`src/rtl/buyruk_pkg.sv`:
```
// Shared types and constants for the instruction sequencer: FSM states,
// instruction field layout and operation-type encodings.
package buyruk_pkg;

    localparam int ADRES_W  = 13;
    localparam int SAYI_W   = 32;
    localparam int ISLEM_W  = 2;
    localparam int BUYRUK_W = ISLEM_W + 2 * SAYI_W + ADRES_W;

    // Field offsets (LSB positions) within an instruction word
    localparam int ADRES_LSB = 0;
    localparam int SAYI2_LSB = ADRES_LSB + ADRES_W;
    localparam int SAYI1_LSB = SAYI2_LSB + SAYI_W;
    localparam int ISLEM_LSB = SAYI1_LSB + SAYI_W;

    typedef enum logic [1:0] {
        IDLE  = 2'd0,
        ISSUE = 2'd1,
        WAIT  = 2'd2
    } state_e;

    typedef enum logic [ISLEM_W-1:0] {
        ISLEM_TOPLA = 2'd0,
        ISLEM_CIKAR = 2'd1,
        ISLEM_CARP  = 2'd2,
        ISLEM_BOL   = 2'd3
    } islem_e;

    function automatic islem_e islem_turu_al(input logic [BUYRUK_W-1:0] buyruk);
        return islem_e'(buyruk[ISLEM_LSB +: ISLEM_W]);
    endfunction

endpackage

```
`src/rtl/buyruk_fifo.sv`:
```
// Small circular FIFO with an asynchronous head view; push is ignored when
// full and pop is ignored when empty.
module buyruk_fifo #(
    parameter int DEPTH = 4,
    parameter int W     = 79
) (
    input  logic                     clk,
    input  logic                     rst,
    input  logic                     push,
    input  logic [W-1:0]             push_data,
    input  logic                     pop,
    output logic [W-1:0]             head,
    output logic [$clog2(DEPTH):0]   count,
    output logic                     full,
    output logic                     empty
);

    localparam int AW = $clog2(DEPTH);

    logic [W-1:0]  mem_q [DEPTH];
    logic [AW-1:0] wr_ptr_q, wr_ptr_d;
    logic [AW-1:0] rd_ptr_q, rd_ptr_d;
    logic [AW:0]   count_q, count_d;
    logic          push_ok, pop_ok;

    assign full  = (count_q == (AW+1)'(DEPTH));
    assign empty = (count_q == '0);
    assign count = count_q;
    assign head  = mem_q[rd_ptr_q];

    always_comb begin
        push_ok  = push & ~full;
        pop_ok   = pop & ~empty;
        wr_ptr_d = push_ok ? wr_ptr_q + 1'b1 : wr_ptr_q;
        rd_ptr_d = pop_ok  ? rd_ptr_q + 1'b1 : rd_ptr_q;
        case ({push_ok, pop_ok})
            2'b10:   count_d = count_q + 1'b1;
            2'b01:   count_d = count_q - 1'b1;
            default: count_d = count_q;
        endcase
    end

    always_ff @(posedge clk) begin
        if (rst) begin
            wr_ptr_q <= '0;
            rd_ptr_q <= '0;
            count_q  <= '0;
        end else begin
            wr_ptr_q <= wr_ptr_d;
            rd_ptr_q <= rd_ptr_d;
            count_q  <= count_d;
        end
    end

    // Storage carries no reset so it can map onto distributed RAM
    always_ff @(posedge clk) begin
        if (push_ok) begin
            mem_q[wr_ptr_q] <= push_data;
        end
    end

endmodule

```
`src/rtl/buyruk_siralayici.sv`:
```
// Instruction sequencer: round-robin intake from two requesters into a FIFO,
// one-at-a-time issue with completion wait. BUYRUK_SIRALAYICI_TIMEOUT_EN adds the watchdog.
module buyruk_siralayici
    import buyruk_pkg::*;
#(
    parameter int DEPTH    = 4,
    parameter int BUYRUK_W = buyruk_pkg::BUYRUK_W
`ifdef BUYRUK_SIRALAYICI_TIMEOUT_EN
    , parameter int TIMEOUT = 32
`endif
) (
    input  logic                clk,
    input  logic                rst,
    input  logic                req0_valid,
    input  logic [BUYRUK_W-1:0] req0_buyruk,
    output logic                req0_ready,
    input  logic                req1_valid,
    input  logic [BUYRUK_W-1:0] req1_buyruk,
    output logic                req1_ready,
    output logic                issue_valid,
    output logic [BUYRUK_W-1:0] issue_buyruk,
    input  logic                issue_ready,
    input  logic                bitti,
    output logic                busy,
    output logic                zaman_asimi,
    output logic [15:0]         sayac
);

    state_e                    state_q, state_d;
    logic                      last_q, last_d;   // 1: requester 1 was served last
    logic [15:0]               sayac_q, sayac_d;
    logic                      grant0, grant1;
    logic                      push, pop;
    logic [BUYRUK_W-1:0]       push_data;
    logic [BUYRUK_W-1:0]       fifo_head;
    logic [$clog2(DEPTH):0]    fifo_count;
    logic                      fifo_full, fifo_empty;

`ifdef BUYRUK_SIRALAYICI_TIMEOUT_EN
    localparam int TW = $clog2(TIMEOUT);
    logic [TW-1:0] timer_q, timer_d;
`endif

    buyruk_fifo #(
        .DEPTH (DEPTH),
        .W     (BUYRUK_W)
    ) u_fifo (
        .clk       (clk),
        .rst       (rst),
        .push      (push),
        .push_data (push_data),
        .pop       (pop),
        .head      (fifo_head),
        .count     (fifo_count),
        .full      (fifo_full),
        .empty     (fifo_empty)
    );

    // Full is a registered flag, so a same-cycle pop never frees a slot
    always_comb begin
        grant0     = req0_valid & (~req1_valid | last_q);
        grant1     = req1_valid & (~req0_valid | ~last_q);
        req0_ready = grant0 & ~fifo_full;
        req1_ready = grant1 & ~fifo_full;
        push       = req0_ready | req1_ready;
        push_data  = req0_ready ? req0_buyruk : req1_buyruk;
        last_d     = last_q;
        if (req0_ready) begin
            last_d = 1'b0;
        end else if (req1_ready) begin
            last_d = 1'b1;
        end
    end

    always_comb begin
        state_d     = state_q;
        sayac_d     = sayac_q;
        pop         = 1'b0;
        issue_valid = 1'b0;
        zaman_asimi = 1'b0;
`ifdef BUYRUK_SIRALAYICI_TIMEOUT_EN
        timer_d     = timer_q;
`endif
        case (state_q)
            IDLE: begin
                if (fifo_count != '0) begin
                    state_d = ISSUE;
                end
            end
            ISSUE: begin
                issue_valid = 1'b1;
                if (issue_ready) begin
                    pop     = 1'b1;
                    state_d = WAIT;
`ifdef BUYRUK_SIRALAYICI_TIMEOUT_EN
                    timer_d = '0;
`endif
                end
            end
            WAIT: begin
                // Completion takes priority over a coincident watchdog expiry
                if (bitti) begin
                    sayac_d = sayac_q + 16'd1;
                    state_d = IDLE;
                end
`ifdef BUYRUK_SIRALAYICI_TIMEOUT_EN
                else if (timer_q == TW'(TIMEOUT - 1)) begin
                    zaman_asimi = 1'b1;
                    state_d     = IDLE;
                end else begin
                    timer_d = timer_q + 1'b1;
                end
`endif
            end
            default: state_d = IDLE;
        endcase
    end

    always_ff @(posedge clk) begin
        if (rst) begin
            state_q <= IDLE;
            last_q  <= 1'b1;
            sayac_q <= '0;
`ifdef BUYRUK_SIRALAYICI_TIMEOUT_EN
            timer_q <= '0;
`endif
        end else begin
            state_q <= state_d;
            last_q  <= last_d;
            sayac_q <= sayac_d;
`ifdef BUYRUK_SIRALAYICI_TIMEOUT_EN
            timer_q <= timer_d;
`endif
        end
    end

    assign issue_buyruk = issue_valid ? fifo_head : '0;
    assign busy         = (state_q != IDLE) | ~fifo_empty;
    assign sayac        = sayac_q;

endmodule
```
`config.mk`:
```
export PLATFORM = sky130hd
export DESIGN_NAME = buyruk_siralayici
export DESIGN_NICKNAME = d
export VERILOG_FILES = /design/src/rtl/buyruk_pkg.sv /design/src/rtl/buyruk_fifo.sv /design/src/rtl/buyruk_siralayici.sv
export SDC_FILE = /design/constraint.sdc
export NUM_CORES = 1
export LEC_CHECK = 0
export BUFFER_PORTS_ARGS = -buffer_cell sky130_fd_sc_hd__clkbuf_2
export CAP_MARGIN = 0
export CORE_ASPECT_RATIO = 2
export CORE_UTILIZATION = 25
export DETAILED_ROUTE_END_ITERATION = 6
export PLACE_DENSITY = 0.44
export SLEW_MARGIN = 10
export SYNTH_ARGS = -nofsm -noshare
export SYNTH_HDL_FRONTEND = slang
export SYNTH_SLANG_ARGS = --single-unit
```
`constraint.sdc`:
```
create_clock -name clk -period 13.5 [get_ports clk]
set_input_delay 1.35 -clock clk [delete_from_list [all_inputs] [get_ports clk]]
set_output_delay 1.35 -clock clk [all_outputs]
set_load 0.005 [all_outputs]
```
# Yosys cells after proc, flatten, opt, wreduce, memory -nomap -nowiden
# Memories as Yosys holds them, arrays and structs flattened. A register that Yosys moved wholly into a read port is not among the register bits.
# Cells that the tools add are included.
[op_classes]
add_sub_neg = 5
n_eq_ne = 8
mux = 16
bitwise = 15
reduce_logical = 8
[op_table]
columns = ["cell", "n"]
rows = [
  ["two-way mux 79 bit", 2],
  ["adder 16 x 1 -> 16 bit (second input constant)", 1],
  ["two-way mux 2 bit", 5],
  ["two-way mux 1 bit", 7],
  ["AND 1 bit", 6],
  ["inequality test 2 bit (second input constant)", 3],
  ["one-hot mux 2 bit (3 select lines)", 1],
  ["one-hot mux 3 bit (2 select lines)", 1],
  ["nonzero test 2 bit", 3],
  ["inverter 1 bit", 5],
  ["adder 2 x 1 -> 2 bit (second input constant)", 2],
  ["== test 2 x 1 -> 1 bit (second input constant)", 2],
  ["== test 2 bit (second input constant)", 2],
  ["bitwise OR 1 bit", 4],
  ["adder 3 x 1 -> 3 bit (second input constant)", 1],
  ["== test 3 bit (second input constant)", 1],
  ["zero test 3 bit", 1],
  ["AND reduction 3 bit", 1],
  ["nonzero test 3 bit", 1],
  ["subtractor 3 x 1 -> 3 bit (second input constant)", 1],
  ["zero test 2 bit", 1],
  ["AND reduction 2 bit", 1],
]
[totals]
register_bits = 26
ramBits = 316
in_bits = 164
out_inout_bits = 100
elab_cells = 59
memories = 1
[memory_table]
columns = ["name", "depth", "width", "rd", "rd_clocked_by_memory_dff", "wr", "line", "text"]
rows = [
  ["u_fifo.mem_q", 4, 79, 1, 1, 1, "buyruk_fifo.sv:20", "logic [W-1:0] mem_q [DEPTH];"],
]

# Logic depth before layout (Yosys ltp)
# Gate-level depths: netlist of the first run.
[depth]
ltp_word = 8
depth_mapped = 8
mapped_depth_nobuf = 8

# Hierarchy
# From an unflattened synthesis of the first run, not the netlist that was laid out.
[hier_totals]
hier_cells = 751
area_unflattened_um2 = 14231.1
[by_module_without_submodules]
columns = ["module", "instances", "cells_per_inst", "area_each_um2", "seq_area_each_um2"]
rows = [
  ["buyruk_fifo", 1, 467, 11852.6, 9669.3],
  ["buyruk_siralayici", 1, 284, 2378.5, 380.4],
]

# Worst setup path before layout of the first run
# OpenSTA, ideal clock, no wires.
[synth_timing]
path_type = "input to register"
from = "input port req1_valid"
to = "memory u_fifo.mem_q[0][0] (enable)"
setup_time_ns = 0.527
arrival_ns = 4.969
required_ns = 12.973
setup_slack_ns = 8.004
path_stages = 2
path_buffers = 0
path_cell_list = "o21ai_2 > nor2b_1"
[synth_via]
elab_chain_cells = 8
word_cells_on_any_way = 10
cone_classes = "mux (2); bitwise (8)"
[synth_rtl]
columns = ["element", "line", "text"]
rows = [
  ["start: declaration", "buyruk_siralayici.sv:17", "input logic req1_valid,"],
  ["inverter 1 bit", "buyruk_siralayici.sv:61", "grant0 = req0_valid & (~req1_valid | last_q);"],
  ["bitwise OR 1 bit", "buyruk_siralayici.sv:61", ""],
  ["AND 1 bit", "buyruk_siralayici.sv:61", ""],
  ["AND 1 bit", "buyruk_siralayici.sv:63", "req0_ready = grant0 & ~fifo_full;"],
  ["bitwise OR 1 bit (*)", "buyruk_siralayici.sv:65", "push = req0_ready | req1_ready;"],
  ["AND 1 bit (*)", "buyruk_fifo.sv:32", "push_ok = push & ~full;"],
  ["two-way mux 1 bit (*)", "buyruk_fifo.sv:57", "if (push_ok) begin"],
  ["two-way mux 1 bit (implied by the code) (*)", "buyruk_fifo.sv:58", "mem_q[wr_ptr_q] <= push_data;"],
  ["end: declaration", "buyruk_fifo.sv:20", ""],
]
# Every way passes the cells marked *; elsewhere a longest branch is shown, timed or not.

==> impl_metrics.prom, run 1 <==
# TYPE chip_impl_metric gauge
chip_impl_metric{name="synthArstFlopShare",unit="%"} 0
chip_impl_metric{name="design.die.area",unit="um2"} 58000
chip_impl_metric{name="grt_pass1_wl",unit="um"} 51800
chip_impl_metric{name="totalNegativeSetupSlack",unit="ns"} 0
chip_impl_metric{name="grt_max_degree",unit=""} 61
chip_impl_metric{name="power.share.sequential",unit="%"} 47.5
chip_impl_metric{name="gr-usage-all-layers",unit="%"} 12.3
chip_impl_metric{name="synth_cells",unit=""} 741
chip_impl_info{name="outcome",value="finished clean"} 1
chip_impl_info{name="worstReg2RegEnd",value="u_fifo.mem_q[0][76]"} 1
chip_impl_info{name="setup.worst_path.start_class",value="register"} 1
chip_impl_metric{name="setup_viol_count_final",unit=""} 0
chip_impl_metric{name="max_slew.worst_pin.slew",unit="ns"} 1.01
chip_impl_metric{name="netSwitchingPower",unit="mW"} 0.765
chip_impl_metric{name="setup_ws",unit="ns"} 8.83
chip_impl_info{name="worstHoldPathType",value="reg2reg"} 1
chip_impl_metric{name="vias_in_the_first_global_route",unit=""} 8449
chip_impl_metric{name="crit_buf_inv",unit=""} 2
chip_impl_metric{name="layout-drive-gt1-share",unit="%"} 46.9
chip_impl_metric{name="postCtsHoldBufs",unit=""} 0
chip_impl_info{name="tritoncts_clock_tree",value="done"} 1
chip_impl_metric{name="drt-initial-drc-count",unit=""} 333
chip_impl_metric{name="timing.reg2reg.setup_slack",unit="ns"} 10.70
chip_impl_metric{name="routed_length_per_placed_instance",unit="um"} 19.5
chip_impl_metric{name="ff2ff_path_depth",unit=""} 4
chip_impl_metric{name="finalHoldViolCount",unit=""} 0
chip_impl_metric{name="detailedPlacementHpwl",unit="um"} 21700
chip_impl_info{name="hold_path_origin",value="last_q"} 1
chip_impl_metric{name="gp_routability_congestion",unit=""} 0.702
chip_impl_metric{name="timing.max_slew.rel_slack",unit="%"} 32.8
chip_impl_metric{name="critical_path_peak_fanout",unit=""} 43
chip_impl_info{name="cts.root.buffer_cell",value="sky130_fd_sc_hd__clkbuf_16"} 1
chip_impl_metric{name="cts_post_setup_buffers_inserted",unit=""} 0
chip_impl_metric{name="placement_rows",unit=""} 123
chip_impl_metric{name="synth_sequential_area_ratio",unit="%"} 70.6
chip_impl_metric{name="cts_buffers",unit=""} 35
chip_impl_metric{name="area_growth_syn_to_layout",unit="%"} 23.1
chip_impl_metric{name="die_y_extent",unit="um"} 340
chip_impl_metric{name="cts_resized",unit=""} 0
chip_impl_metric{name="power.share.switching",unit="%"} 25.8
chip_impl_metric{name="first_pass_iters",unit=""} 4
chip_impl_metric{name="syn_area_per_cell",unit="um2"} 19.2
chip_impl_metric{name="timing.max_cap.violations",unit=""} 0
chip_impl_metric{name="worstPathRequired",unit="ns"} 12.15
chip_impl_metric{name="post-place-ws",unit="ns"} 9.16
chip_impl_metric{name="cts_max_level",unit=""} 2
chip_impl_metric{name="share_clk_of_total_power",unit="%"} 32.9
chip_impl_metric{name="fin_skew",unit="ns"} 0.0164
chip_impl_metric{name="period_share",unit="%"} 34.6
chip_impl_info{name="critical_path.top_delay_family",value="buffers and inverters"} 1
chip_impl_metric{name="powerDensity",unit="nW/um2"} 169
chip_impl_metric{name="die_width",unit="um"} 171
chip_impl_metric{name="synth_warnings",unit=""} 0
chip_impl_metric{name="comb_power_share",unit="%"} 19.7
chip_impl_metric{name="irDropWorstVdd",unit="uV"} 74.8
chip_impl_info{name="layout.cells.most_common",value="sky130_fd_sc_hd__edfxtp_1"} 1
chip_impl_metric{name="num_vias",unit=""} 7631
chip_impl_metric{name="core_area",unit="um2"} 56300
chip_impl_metric{name="slowest_delay",unit="ns"} 0.90
chip_impl_metric{name="detail_route.wirelength",unit="um"} 34900
chip_impl_metric{name="clk_latency",unit="ns"} 0.53
chip_impl_metric{name="io-pin-count",unit=""} 264
chip_impl_metric{name="remaining_drc_errors",unit=""} 0
chip_impl_metric{name="num_antenna_cells",unit=""} 0
chip_impl_info{name="most-common-layout-cells",value="sky130_fd_sc_hd__edfxtp_1, sky130_fd_sc_hd__clkbuf_2, sky130_fd_sc_hd__mux4_2, sky130_fd_sc_hd__and2_1, sky130_fd_sc_hd__mux2_2"} 1
chip_impl_info{name="ys.flop_type",value="sky130_fd_sc_hd__edfxtp_1"} 1
chip_impl_info{name="worst_setup_path_end_kind",value="output pin"} 1
chip_impl_metric{name="ctsLongestPathBuffers",unit=""} 3
chip_impl_metric{name="antenna_violations_before_repair",unit=""} 0
chip_impl_info{name="regToRegStartpoint",value="u_fifo.count[2]"} 1
chip_impl_metric{name="clkSinkCount",unit=""} 344
chip_impl_info{name="endpoint",value="issue_buyruk[19]"} 1
chip_impl_info{name="worstSetupPathType",value="reg2out"} 1
chip_impl_info{name="crit_slowest_cell",value="sky130_fd_sc_hd__dfxtp_4"} 1
chip_impl_metric{name="ys_ff_latch",unit=""} 344
chip_impl_metric{name="synth_area",unit="um2"} 14200
chip_impl_metric{name="floorplan.initialDensity",unit="%"} 25.3
chip_impl_metric{name="fillers",unit=""} 5661
chip_impl_metric{name="final-max-slew-violation-count",unit=""} 0
chip_impl_metric{name="path_clk_slew",unit="ns"} 0.06
chip_impl_info{name="crit_path_cell_trace",value="buf_4, mux4_2, and2_1, clkbuf_2"} 1
chip_impl_metric{name="overflow",unit=""} 0
chip_impl_metric{name="design_internal_power",unit="mW"} 2.20
chip_impl_metric{name="routed_via_density",unit=""} 4.28
chip_impl_metric{name="final.min_clock_period",unit="ns"} 4.67
chip_impl_metric{name="cellLeakagePower",unit="nW"} 6.16
chip_impl_metric{name="synthesis.nets",unit=""} 912
chip_impl_info{name="grt_setup_unrepaired",value="false"} 1
chip_impl_metric{name="finalNetCount",unit=""} 1183
chip_impl_metric{name="worst-endpoint-arrival",unit="ns"} 3.32
chip_impl_metric{name="synth_edf_count",unit=""} 316
chip_impl_metric{name="yosysUniqueCellTypes",unit=""} 40
chip_impl_metric{name="ant_nets",unit=""} 0
chip_impl_metric{name="buffer_ports.inserted",unit=""} 262
chip_impl_metric{name="fmax",unit="MHz"} 214
chip_impl_metric{name="worst-path-stages",unit=""} 4
synthesized netlist by cell type, types with 3 or more instances:
cell type | count | area (um2)
sky130_fd_sc_hd__xor2_1 | 4 | 35.0
sky130_fd_sc_hd__nor4_1 | 5 | 31.3
sky130_fd_sc_hd__nand2_1 | 7 | 26.3
sky130_fd_sc_hd__nor2b_1 | 8 | 50.1
sky130_fd_sc_hd__mux4_2 | 79 | 1780
sky130_fd_sc_hd__or3_1 | 3 | 18.8
sky130_fd_sc_hd__a21oi_1 | 4 | 20.0
sky130_fd_sc_hd__and2_1 | 79 | 494
sky130_fd_sc_hd__buf_4 | 3 | 22.5
sky130_fd_sc_hd__o21ai_0 | 3 | 15.0
sky130_fd_sc_hd__nor3_1 | 6 | 30.0
sky130_fd_sc_hd__clkbuf_1 | 19 | 71.3
sky130_fd_sc_hd__ha_1 | 6 | 75.1
sky130_fd_sc_hd__buf_2 | 9 | 45.0
sky130_fd_sc_hd__buf_6 | 9 | 101
sky130_fd_sc_hd__mux2_2 | 74 | 833
sky130_fd_sc_hd__dfxtp_1 | 28 | 561
sky130_fd_sc_hd__nand3_1 | 5 | 25.0
sky130_fd_sc_hd__mux2_1 | 8 | 90.1
sky130_fd_sc_hd__nor2_1 | 27 | 101
sky130_fd_sc_hd__inv_1 | 8 | 30.0
sky130_fd_sc_hd__xnor2_1 | 11 | 96.3
sky130_fd_sc_hd__edfxtp_1 | 316 | 9490
worst min path at each step:
stage                            endpoint  slack [ns]  cells past startpoint
final                              last_q        0.52                      2
after global routing               last_q        0.56                      2
after CTS                          last_q        0.52                      2
after detailed placement           last_q        0.52                      2
after global placement           sayac[3]        0.51                      2
after floorplan           u_fifo.count[2]        0.48                      2
registers in the layout, indices dropped and copies added, names as in the netlist, named ones only:
name	count
u_fifo.mem_q	316
sayac	16
u_fifo.count	3
state_q	2
u_fifo.rd_ptr_q	2
u_fifo.wr_ptr_q	2
last_q	1
area by class of cell:
class / instances / area (um2) / area share (%)
Timing Repair Buffer: 274 / 1400 / 7.99
Inverter: 8 / 30.0 / 0.171
Clock inverter: 12 / 163 / 0.928
Tap cell: 750 / 938 / 5.35
Multi-Input combinational cell: 349 / 3970 / 22.6
Clock buffer: 48 / 977 / 5.57
Sequential cell: 344 / 10100 / 57.4
layer usage:
metal / track usage, % / part of all wire [%] / up-vias
li1: - / - / 3448
met1: 13.2 / 38 / 3916
met2: 23.6 / 56 / 218
met3: 1.75 / 3.8 / 49
met4: 4.64 / 2.5 / 0
met5: 0 / 0 / -
stage by stage:
step | total power, mW | util, % | hold WS, ns | area (um2) | instances
final | 2.97 | 31.1 | 0.519 | 17500 | 1785
after global routing | 3.13 | 31.1 | 0.558 | 17500 | 1785
after floorplan | 1.79 | - | 0.479 | 14200 | 741
after CTS | 3.05 | 31.1 | 0.525 | 17500 | 1785
after global placement | 2.05 | 29.1 | 0.508 | 16400 | 1725
after detailed placement | 2.05 | 29.1 | 0.517 | 16400 | 1725
power groups by stage:
stage	clock, mW	combinational, mW	sequential [mW]
CTS	1.02	0.618	1.41
global placement	0	0.616	1.43
global route	1.05	0.654	1.43
detailed placement	0	0.616	1.44
finish	0.976	0.584	1.41
floorplan	0	0.368	1.42
worst register-to-register path: stages, from the launching register on:
cell                      delay [ns]
sky130_fd_sc_hd__dfxtp_1        0.39
sky130_fd_sc_hd__or3b_1         0.47
sky130_fd_sc_hd__nand3_4        0.34
sky130_fd_sc_hd__buf_4          0.73
sky130_fd_sc_hd__mux2_1         0.57
cells by family after synthesis:
logic type      synth area share (%)
simple gates                    6.33
fa+ha+maj                      0.668
compound gates                 0.474
xor+xnor                       0.922
flops                           70.6
other cells                   0.0263
mux                             19.1
buf+inv                         1.90
No activity file was read; power rests on OpenSTA's default activity.
==> run 2, diff against run 1 <==
--- a/config.mk
+++ b/config.mk
@@ -10,7 +10,7 @@
 export CORE_ASPECT_RATIO = 2
 export CORE_UTILIZATION = 25
 export DETAILED_ROUTE_END_ITERATION = 6
-export PLACE_DENSITY = 0.44
+export PLACE_DENSITY = 0.46
 export SLEW_MARGIN = 10
 export SYNTH_ARGS = -nofsm -noshare
 export SYNTH_HDL_FRONTEND = slang
==> constraint.sdc (replaced) <==
create_clock -name clk -period 4.1 [get_ports clk]
set_input_delay 0.41 -clock clk [delete_from_list [all_inputs] [get_ports clk]]
set_output_delay 0.41 -clock clk [all_outputs]
set_load 0.005 [all_outputs]
==> run 2 against run 1 <==
Clock skew about the same. Die area unchanged. Design area increased by 0.25%. Critical endpoint is now issue_buyruk[13].
==> impl_metrics.prom, run 2 (synthesized netlist as in run 1, its figures left out) <==
# TYPE chip_impl_metric gauge
chip_impl_info{name="outcome",value="finished clean"} 1
chip_impl_metric{name="floorplan.initialDensity",unit="%"} 25.3
chip_impl_metric{name="finalCoreUtilization",unit="%"} 31.2
chip_impl_metric{name="path_clk_slew",unit="ns"} 0.06
chip_impl_metric{name="irDropWorstVdd",unit="uV"} 275
chip_impl_metric{name="worst-path-stages",unit=""} 4
chip_impl_metric{name="cellLeakagePower",unit="nW"} 6.17
chip_impl_metric{name="routed_via_density",unit=""} 4.26
chip_impl_metric{name="crit_buf_inv",unit=""} 2
chip_impl_metric{name="worst-endpoint-arrival",unit="ns"} 2.64
chip_impl_info{name="top_register",value="u_fifo.mem_q"} 1
chip_impl_info{name="timing.hold.worst_endpoint",value="state_q[0]"} 1
chip_impl_metric{name="final.min_clock_period",unit="ns"} 3.05
chip_impl_metric{name="first_pass_iters",unit=""} 6
chip_impl_metric{name="largest_reg_flops",unit=""} 316
chip_impl_info{name="most-common-layout-cells",value="sky130_fd_sc_hd__edfxtp_1, sky130_fd_sc_hd__clkbuf_2, sky130_fd_sc_hd__mux4_2, sky130_fd_sc_hd__and2_1, sky130_fd_sc_hd__mux2_2"} 1
chip_impl_metric{name="detail_route.wirelength",unit="um"} 35700
chip_impl_metric{name="postCtsHoldBufs",unit=""} 0
chip_impl_info{name="worstHoldPathType",value="in2reg"} 1
chip_impl_metric{name="num_vias",unit=""} 7631
chip_impl_metric{name="clk_latency",unit="ns"} 0.52
chip_impl_metric{name="gp_routability_congestion",unit=""} 0.723
chip_impl_info{name="cts.root.buffer_cell",value="sky130_fd_sc_hd__clkbuf_16"} 1
chip_impl_info{name="top_layer",value="met4"} 1
chip_impl_metric{name="design.die.area",unit="um2"} 58000
chip_impl_metric{name="ant_nets",unit=""} 0
chip_impl_metric{name="setup_ws",unit="ns"} 1.05
chip_impl_metric{name="totalNegativeSetupSlack",unit="ns"} 0
chip_impl_metric{name="io-pin-count",unit=""} 264
chip_impl_metric{name="remaining_drc_errors",unit=""} 0
chip_impl_metric{name="ff2ff_path_depth",unit=""} 4
chip_impl_info{name="crit_slowest_cell",value="sky130_fd_sc_hd__dfxtp_4"} 1
chip_impl_metric{name="drt-initial-drc-count",unit=""} 411
chip_impl_metric{name="overflow",unit=""} 0
chip_impl_metric{name="area_growth_syn_to_layout",unit="%"} 23.4
chip_impl_metric{name="buffer_ports.inserted",unit=""} 262
chip_impl_info{name="grt_setup_unrepaired",value="false"} 1
chip_impl_metric{name="finalHoldViolCount",unit=""} 0
chip_impl_metric{name="antenna_violations_before_repair",unit=""} 1
chip_impl_metric{name="whs_path_depth",unit=""} 2
chip_impl_metric{name="ctsLongestPathBuffers",unit=""} 3
chip_impl_metric{name="placement_rows",unit=""} 123
chip_impl_metric{name="die_width",unit="um"} 171
chip_impl_metric{name="fin_skew",unit="ns"} 0.0168
chip_impl_metric{name="detailedPlacementHpwl",unit="um"} 22500
chip_impl_metric{name="grt_pass1_wl",unit="um"} 52000
chip_impl_info{name="critical_path.top_delay_family",value="flip-flops"} 1
chip_impl_metric{name="max_slew.worst_pin.slew",unit="ns"} 1.13
chip_impl_info{name="worstReg2RegEnd",value="u_fifo.mem_q[2][25]"} 1
chip_impl_metric{name="cts_max_level",unit=""} 2
chip_impl_info{name="crit_path_cell_trace",value="buf_4, mux4_2, and2_1, clkbuf_2"} 1
chip_impl_info{name="worst_setup_path_end_kind",value="output pin"} 1
chip_impl_metric{name="fmax",unit="MHz"} 328
chip_impl_metric{name="dr_wl_met3",unit="um"} 1750
chip_impl_metric{name="setup_viol_count_final",unit=""} 0
chip_impl_info{name="layout.cells.most_common",value="sky130_fd_sc_hd__edfxtp_1"} 1
chip_impl_info{name="worstSetupPathType",value="reg2out"} 1
chip_impl_metric{name="cts_post_setup_buffers_inserted",unit=""} 0
chip_impl_metric{name="wl_met1",unit="um"} 13500
chip_impl_metric{name="totalPowerFinal",unit="mW"} 9.69
chip_impl_metric{name="slowest_delay",unit="ns"} 1.09
chip_impl_metric{name="routed_length_per_placed_instance",unit="um"} 19.9
chip_impl_metric{name="grt_max_degree",unit=""} 80
chip_impl_metric{name="period_share",unit="%"} 74.4
chip_impl_metric{name="clkSinkCount",unit=""} 344
chip_impl_metric{name="cts_resized",unit=""} 0
chip_impl_metric{name="die_y_extent",unit="um"} 340
chip_impl_info{name="tritoncts_clock_tree",value="done"} 1
chip_impl_metric{name="critical_path_peak_fanout",unit=""} 63
chip_impl_metric{name="core_area",unit="um2"} 56300
chip_impl_metric{name="timing.max_slew.rel_slack",unit="%"} 24.9
chip_impl_metric{name="wl_met2",unit="um"} 19600
chip_impl_metric{name="fin_hold_ws",unit="ns"} 0.164
chip_impl_metric{name="finalNetCount",unit=""} 1187
chip_impl_info{name="regToRegStartpoint",value="u_fifo.count[2]"} 1
chip_impl_metric{name="worstPathRequired",unit="ns"} 3.69
chip_impl_info{name="hold_path_origin",value="issue_ready"} 1
chip_impl_metric{name="timing.max_cap.violations",unit=""} 0
chip_impl_metric{name="layout-drive-gt1-share",unit="%"} 47.1
chip_impl_metric{name="final-max-slew-violation-count",unit=""} 0
chip_impl_metric{name="timing.reg2reg.setup_slack",unit="ns"} 1.46
chip_impl_metric{name="powerDensity",unit="nW/um2"} 551
chip_impl_metric{name="post-place-ws",unit="ns"} 1.37
chip_impl_metric{name="vias_in_the_first_global_route",unit=""} 8476
chip_impl_metric{name="gr-usage-all-layers",unit="%"} 12.5
chip_impl_info{name="setup.worst_path.start_class",value="register"} 1
chip_impl_metric{name="cts_buffers",unit=""} 35
==> run 2: worst max path at each step <==
| stage | to |
|---|---|
| after CTS | issue_buyruk[13] |
| after global placement | u_fifo.mem_q[0][68] |
| after global routing | issue_buyruk[60] |
| after detailed placement | u_fifo.mem_q[0][68] |
| final | issue_buyruk[13] |
| after floorplan | u_fifo.mem_q[0][0] |
==> run 2: layout make-up <==
type,count,area [um2]
inverters,8,30.0
clock buffers,41,941
multi-input cells,349,3970
clock inverters,19,148
diodes,1,2.50
well taps,750,938
flip-flops and latches,344,10100
fillers,5631,38700
repair buffers,278,1490
==> run 2: per-stage QoR <==
step / std cells / cell area, um2
after global routing: 1789 / 17600
after detailed placement: 1729 / 16500
after CTS: 1789 / 17600
final: 1790 / 17600
after floorplan: 741 / 14200
after global placement: 1729 / 16500
==> run 2: where the power goes <==
part | switching, mW | total, mW | internal (mW)
sequential | 0.150 | 4.62 | 4.47
combinational | 1.09 | 1.99 | 0.903
clock | 1.31 | 3.08 | 1.77
==> run 2: worst register-to-register path, cell delays in order (launching register included) <==
cell and delay [ns]:
sky130_fd_sc_hd__dfxtp_1 0.37, sky130_fd_sc_hd__or3b_1 0.45, sky130_fd_sc_hd__nand3_4 0.70, sky130_fd_sc_hd__buf_4 0.45
sky130_fd_sc_hd__mux2_2 0.42
==> run 2: layer usage <==
metal	up-vias	GRT usage [%]
li1	3466	-
met1	3901	13.2
met2	227	23.8
met3	37	2.52
met4	0	4.24
met5	-	0
==> run 3, diff against run 2 <==
--- a/config.mk
+++ b/config.mk
@@ -5,6 +5,7 @@
 export SDC_FILE = /design/constraint.sdc
 export NUM_CORES = 1
 export LEC_CHECK = 0
+export ABC_AREA = 1
 export BUFFER_PORTS_ARGS = -buffer_cell sky130_fd_sc_hd__clkbuf_2
 export CAP_MARGIN = 0
 export CORE_ASPECT_RATIO = 2
==> constraint.sdc (replaced) <==
create_clock -name clk -period 2.6 [get_ports clk]
set_input_delay 0.26 -clock clk [delete_from_list [all_inputs] [get_ports clk]]
set_output_delay 0.26 -clock clk [all_outputs]
set_load 0.005 [all_outputs]
==> run 3 against run 2 <==
Highest routed layer unchanged. Register-to-register slack got worse by 1.1 ns. Flip-flop and latch count did not move. Worst hold slack got worse by 0.13 ns. Power rose by 51%. Final cell count rose by 36%. Combinational power rose by 30%. First-iteration DRC count rose by 26%.
==> impl_metrics.prom, run 3 <==
# TYPE chip_impl_metric gauge
chip_impl_metric{name="remaining_drc_errors",unit=""} 0
chip_impl_metric{name="final_design_area_no_fill",unit="um2"} 18100
chip_impl_metric{name="ctsLongestPathBuffers",unit=""} 3
chip_impl_info{name="ys.flop_type",value="sky130_fd_sc_hd__edfxtp_1"} 1
chip_impl_info{name="worstHoldPathType",value="in2reg"} 1
chip_impl_metric{name="post_synth_and_or_nand_nor_area_fraction",unit="%"} 17.6
chip_impl_metric{name="layout-drive-gt1-share",unit="%"} 22.4
chip_impl_metric{name="yosys-mux-area-fraction",unit="%"} 0
chip_impl_metric{name="fin_hold_ws",unit="ns"} 0.0355
chip_impl_info{name="worstSetupPathType",value="reg2out"} 1
chip_impl_metric{name="irDropWorstVdd",unit="uV"} 499
chip_impl_info{name="top_register",value="u_fifo.mem_q"} 1
chip_impl_metric{name="yosysUniqueCellTypes",unit=""} 35
chip_impl_metric{name="buffer_ports.inserted",unit=""} 262
chip_impl_metric{name="gr-usage-all-layers",unit="%"} 14.4
chip_impl_metric{name="overflow",unit=""} 0
chip_impl_metric{name="core_area",unit="um2"} 58000
chip_impl_metric{name="powerDensity",unit="nW/um2"} 808
chip_impl_info{name="post-synth-top-area-cell",value="sky130_fd_sc_hd__edfxtp_1"} 1
chip_impl_metric{name="final.min_clock_period",unit="ns"} 2.56
chip_impl_metric{name="period_share",unit="%"} 98.6
chip_impl_info{name="crit_slowest_cell",value="sky130_fd_sc_hd__dfxtp_4"} 1
chip_impl_info{name="most-common-layout-cells",value="sky130_fd_sc_hd__nor2_1, sky130_fd_sc_hd__edfxtp_1, sky130_fd_sc_hd__nand2_1, sky130_fd_sc_hd__clkbuf_2, sky130_fd_sc_hd__o21ai_1"} 1
chip_impl_info{name="cts.root.buffer_cell",value="sky130_fd_sc_hd__clkbuf_16"} 1
chip_impl_metric{name="syn_area_per_cell",unit="um2"} 10.5
chip_impl_metric{name="synth_compound_gate_area_share",unit="%"} 9.13
chip_impl_metric{name="yosys.area.top_type_share",unit="%"} 64.6
chip_impl_metric{name="synth_cells",unit=""} 1394
chip_impl_info{name="setup.worst_path.start_class",value="register"} 1
chip_impl_metric{name="finalHoldViolCount",unit=""} 0
chip_impl_metric{name="cellLeakagePower",unit="nW"} 7.13
chip_impl_metric{name="num_antenna_cells",unit=""} 0
chip_impl_metric{name="io-pin-count",unit=""} 264
chip_impl_metric{name="ant_nets",unit=""} 0
chip_impl_metric{name="timing.max_slew.rel_slack",unit="%"} 55.5
chip_impl_metric{name="timing.max_cap.violations",unit=""} 0
chip_impl_metric{name="ys_ff_latch",unit=""} 344
chip_impl_metric{name="synth_warnings",unit=""} 0
chip_impl_metric{name="setup_viol_count_final",unit=""} 0
chip_impl_metric{name="gp_routability_congestion",unit=""} 0.796
chip_impl_metric{name="path_clk_slew",unit="ns"} 0.07
chip_impl_metric{name="antenna_violations_before_repair",unit=""} 0
chip_impl_metric{name="placed_cell_area",unit="um2"} 16900
chip_impl_info{name="synth_top_family_by_area",value="simple AND/OR/NAND/NOR gates"} 1
chip_impl_info{name="outcome",value="finished clean"} 1
chip_impl_metric{name="first_pass_iters",unit=""} 5
chip_impl_metric{name="slowest_delay",unit="ns"} 0.49
chip_impl_metric{name="vias_in_the_first_global_route",unit=""} 10521
chip_impl_metric{name="routed_length_per_placed_instance",unit="um"} 17.9
chip_impl_metric{name="synth_sequential_area_ratio",unit="%"} 68.4
chip_impl_info{name="tritoncts_clock_tree",value="done"} 1
chip_impl_metric{name="fin_skew",unit="ns"} 0.0121
chip_impl_metric{name="grt_pass1_wl",unit="um"} 64400
chip_impl_metric{name="cts_buffers",unit=""} 36
chip_impl_info{name="post-synth-top-count-cell",value="sky130_fd_sc_hd__nor2_1"} 1
chip_impl_metric{name="synthesis.nets",unit=""} 1565
chip_impl_metric{name="num_vias",unit=""} 10590
chip_impl_metric{name="cts_max_level",unit=""} 2
chip_impl_info{name="synth_commonest_cells",value="sky130_fd_sc_hd__nor2_1, sky130_fd_sc_hd__edfxtp_1, sky130_fd_sc_hd__nand2_1"} 1
chip_impl_metric{name="finalNetCount",unit=""} 1814
chip_impl_metric{name="synthArstFlopShare",unit="%"} 0
chip_impl_metric{name="synthAdderAreaFrac",unit="%"} 0.647
chip_impl_metric{name="detail_route.wirelength",unit="um"} 43500
chip_impl_info{name="post_synth_main_area_contributors",value="sky130_fd_sc_hd__edfxtp_1, sky130_fd_sc_hd__nor2_1, sky130_fd_sc_hd__nand2_1, sky130_fd_sc_hd__dfxtp_1, sky130_fd_sc_hd__o21ai_1"} 1
chip_impl_metric{name="placement_rows",unit=""} 125
chip_impl_metric{name="largest_reg_flops",unit=""} 316
chip_impl_metric{name="synth_area",unit="um2"} 14700
chip_impl_metric{name="area_growth_syn_to_layout",unit="%"} 23.5
chip_impl_metric{name="die_width",unit="um"} 173
chip_impl_info{name="crit_path_cell_trace",value="clkinv_2, buf_12, nor2_1, o21ai_1, a21oi_1, clkbuf_2"} 1
chip_impl_metric{name="drt-initial-drc-count",unit=""} 517
chip_impl_metric{name="design.die.area",unit="um2"} 59800
chip_impl_metric{name="worstPathRequired",unit="ns"} 2.34
chip_impl_info{name="layout.cells.most_common",value="sky130_fd_sc_hd__nor2_1"} 1
chip_impl_metric{name="synth_edf_count",unit=""} 316
chip_impl_metric{name="max_slew.worst_pin.slew",unit="ns"} 0.667
chip_impl_metric{name="final-max-slew-violation-count",unit=""} 0
chip_impl_metric{name="clk_latency",unit="ns"} 0.52
chip_impl_metric{name="grt_max_degree",unit=""} 81
chip_impl_info{name="grt_setup_unrepaired",value="false"} 1
chip_impl_metric{name="fmax",unit="MHz"} 390
chip_impl_metric{name="floorplan.initialDensity",unit="%"} 25.3
chip_impl_metric{name="post_synth_xor_area_fraction",unit="%"} 0.179
chip_impl_metric{name="clkSinkCount",unit=""} 344
chip_impl_metric{name="critical_path_peak_fanout",unit=""} 79
chip_impl_metric{name="routed_via_density",unit=""} 4.36
chip_impl_metric{name="die_y_extent",unit="um"} 345
chip_impl_info{name="worst_setup_path_end_kind",value="output pin"} 1
chip_impl_metric{name="detailedPlacementHpwl",unit="um"} 27800
chip_impl_metric{name="worst-endpoint-arrival",unit="ns"} 2.30
==> run 3: cell types whose count changed after synthesis, moves of 9 or more <==
cell                       previous run  this run
sky130_fd_sc_hd__nor2_1              27       351
sky130_fd_sc_hd__nand2_1              7       273
sky130_fd_sc_hd__o21ai_1              0        95
sky130_fd_sc_hd__a21oi_1              4        92
sky130_fd_sc_hd__and2_1              79         0
sky130_fd_sc_hd__mux4_2              79         0
sky130_fd_sc_hd__mux2_2              74         0
sky130_fd_sc_hd__o21ai_0              3        76
sky130_fd_sc_hd__inv_1                8        32
sky130_fd_sc_hd__buf_4                3        24
sky130_fd_sc_hd__clkbuf_2             0        12
sky130_fd_sc_hd__xnor2_1             11         0
sky130_fd_sc_hd__buf_2                9        18
==> run 3: final timing paths <==
kind              startpoint          endpoint  slack [ns]  depth (start not counted)
min              issue_ready        state_q[1]        0.04                          3
max                 register  issue_buyruk[12]        0.04                          6
min reg2reg         sayac[1]          sayac[1]        0.50                          2
max reg2reg  u_fifo.count[0]   u_fifo.count[2]        0.35                         13
==> run 3: layout make-up <==
cell class / instances / area, um2
clock buffer: 44 / 962
multi-input combinational: 933 / 4110
inverter: 38 / 151
timing repair buffer: 290 / 1680
clock inverter: 18 / 230
fill: 5955 / 39900
sequential: 344 / 10100
tap: 762 / 953
==> run 3: cells by family (layout without fill, tap and decap cells) <==
| family | count (synthesis) | count (layout) |
|---|---|---|
| buffers and inverters | 117 | 390 |
| other | 1 | 1 |
| adders and majority gates | 7 | 7 |
| xor gates and xnor gates | 3 | 3 |
| AOI/OAI and AO/OA | 266 | 266 |
| DFF | 344 | 344 |
| and+or+nand+nor | 656 | 656 |
==> run 3: per-stage QoR <==
| step | util [%] | total power, mW | setup TNS [ns] | instances | setup slack [ns] |
|---|---|---|---|---|---|
| 3_3_place_gp | 29.1 | 9.55 | 0 | 2366 | 0.230 |
| 2_1_floorplan | - | 8.32 | -232.07 | 1394 | -0.734 |
| 4_1_cts | 31.2 | 14.9 | 0 | 2429 | 0.00603 |
| 3_5_place_dp | 29.1 | 9.59 | 0 | 2366 | 0.333 |
| 5_1_grt | 31.3 | 15.4 | 0 | 2429 | 0.00687 |
| 6_report | 31.3 | 14.7 | 0 | 2429 | 0.0363 |
==> run 3: what timing repair did <==
action / in CTS / in global routing
setup endpoints to repair: 12 / 4
buffers inserted: 1 / 0
hold buffers: 0 / 0
gates resized for setup: 3 / 5
==> run 3: critical path: cells and delay by family, from the launching register on <==
kind | cells | cell delay, ns
and+or+nand+nor | 1 | 0.18
AOI/OAI and AO/OA | 2 | 0.47
DFF | 1 | 0.49
buffers and inverters | 3 | 0.52
==> run 3: metal layers <==
metal	vias up	routed length (um)	track usage, %
met3	47	1790	2.34
met2	261	23500	28.0
met4	0	1220	4.96
met5	-	0	0
met1	5065	17000	15.6
li1	5217	-	-
==> run 3: power by group <==
group | internal (mW) | total [mW] | switching (mW)
logic | 0.790 | 2.58 | 1.79
clock network | 3.14 | 5.25 | 2.12
registers | 6.69 | 6.82 | 0.134
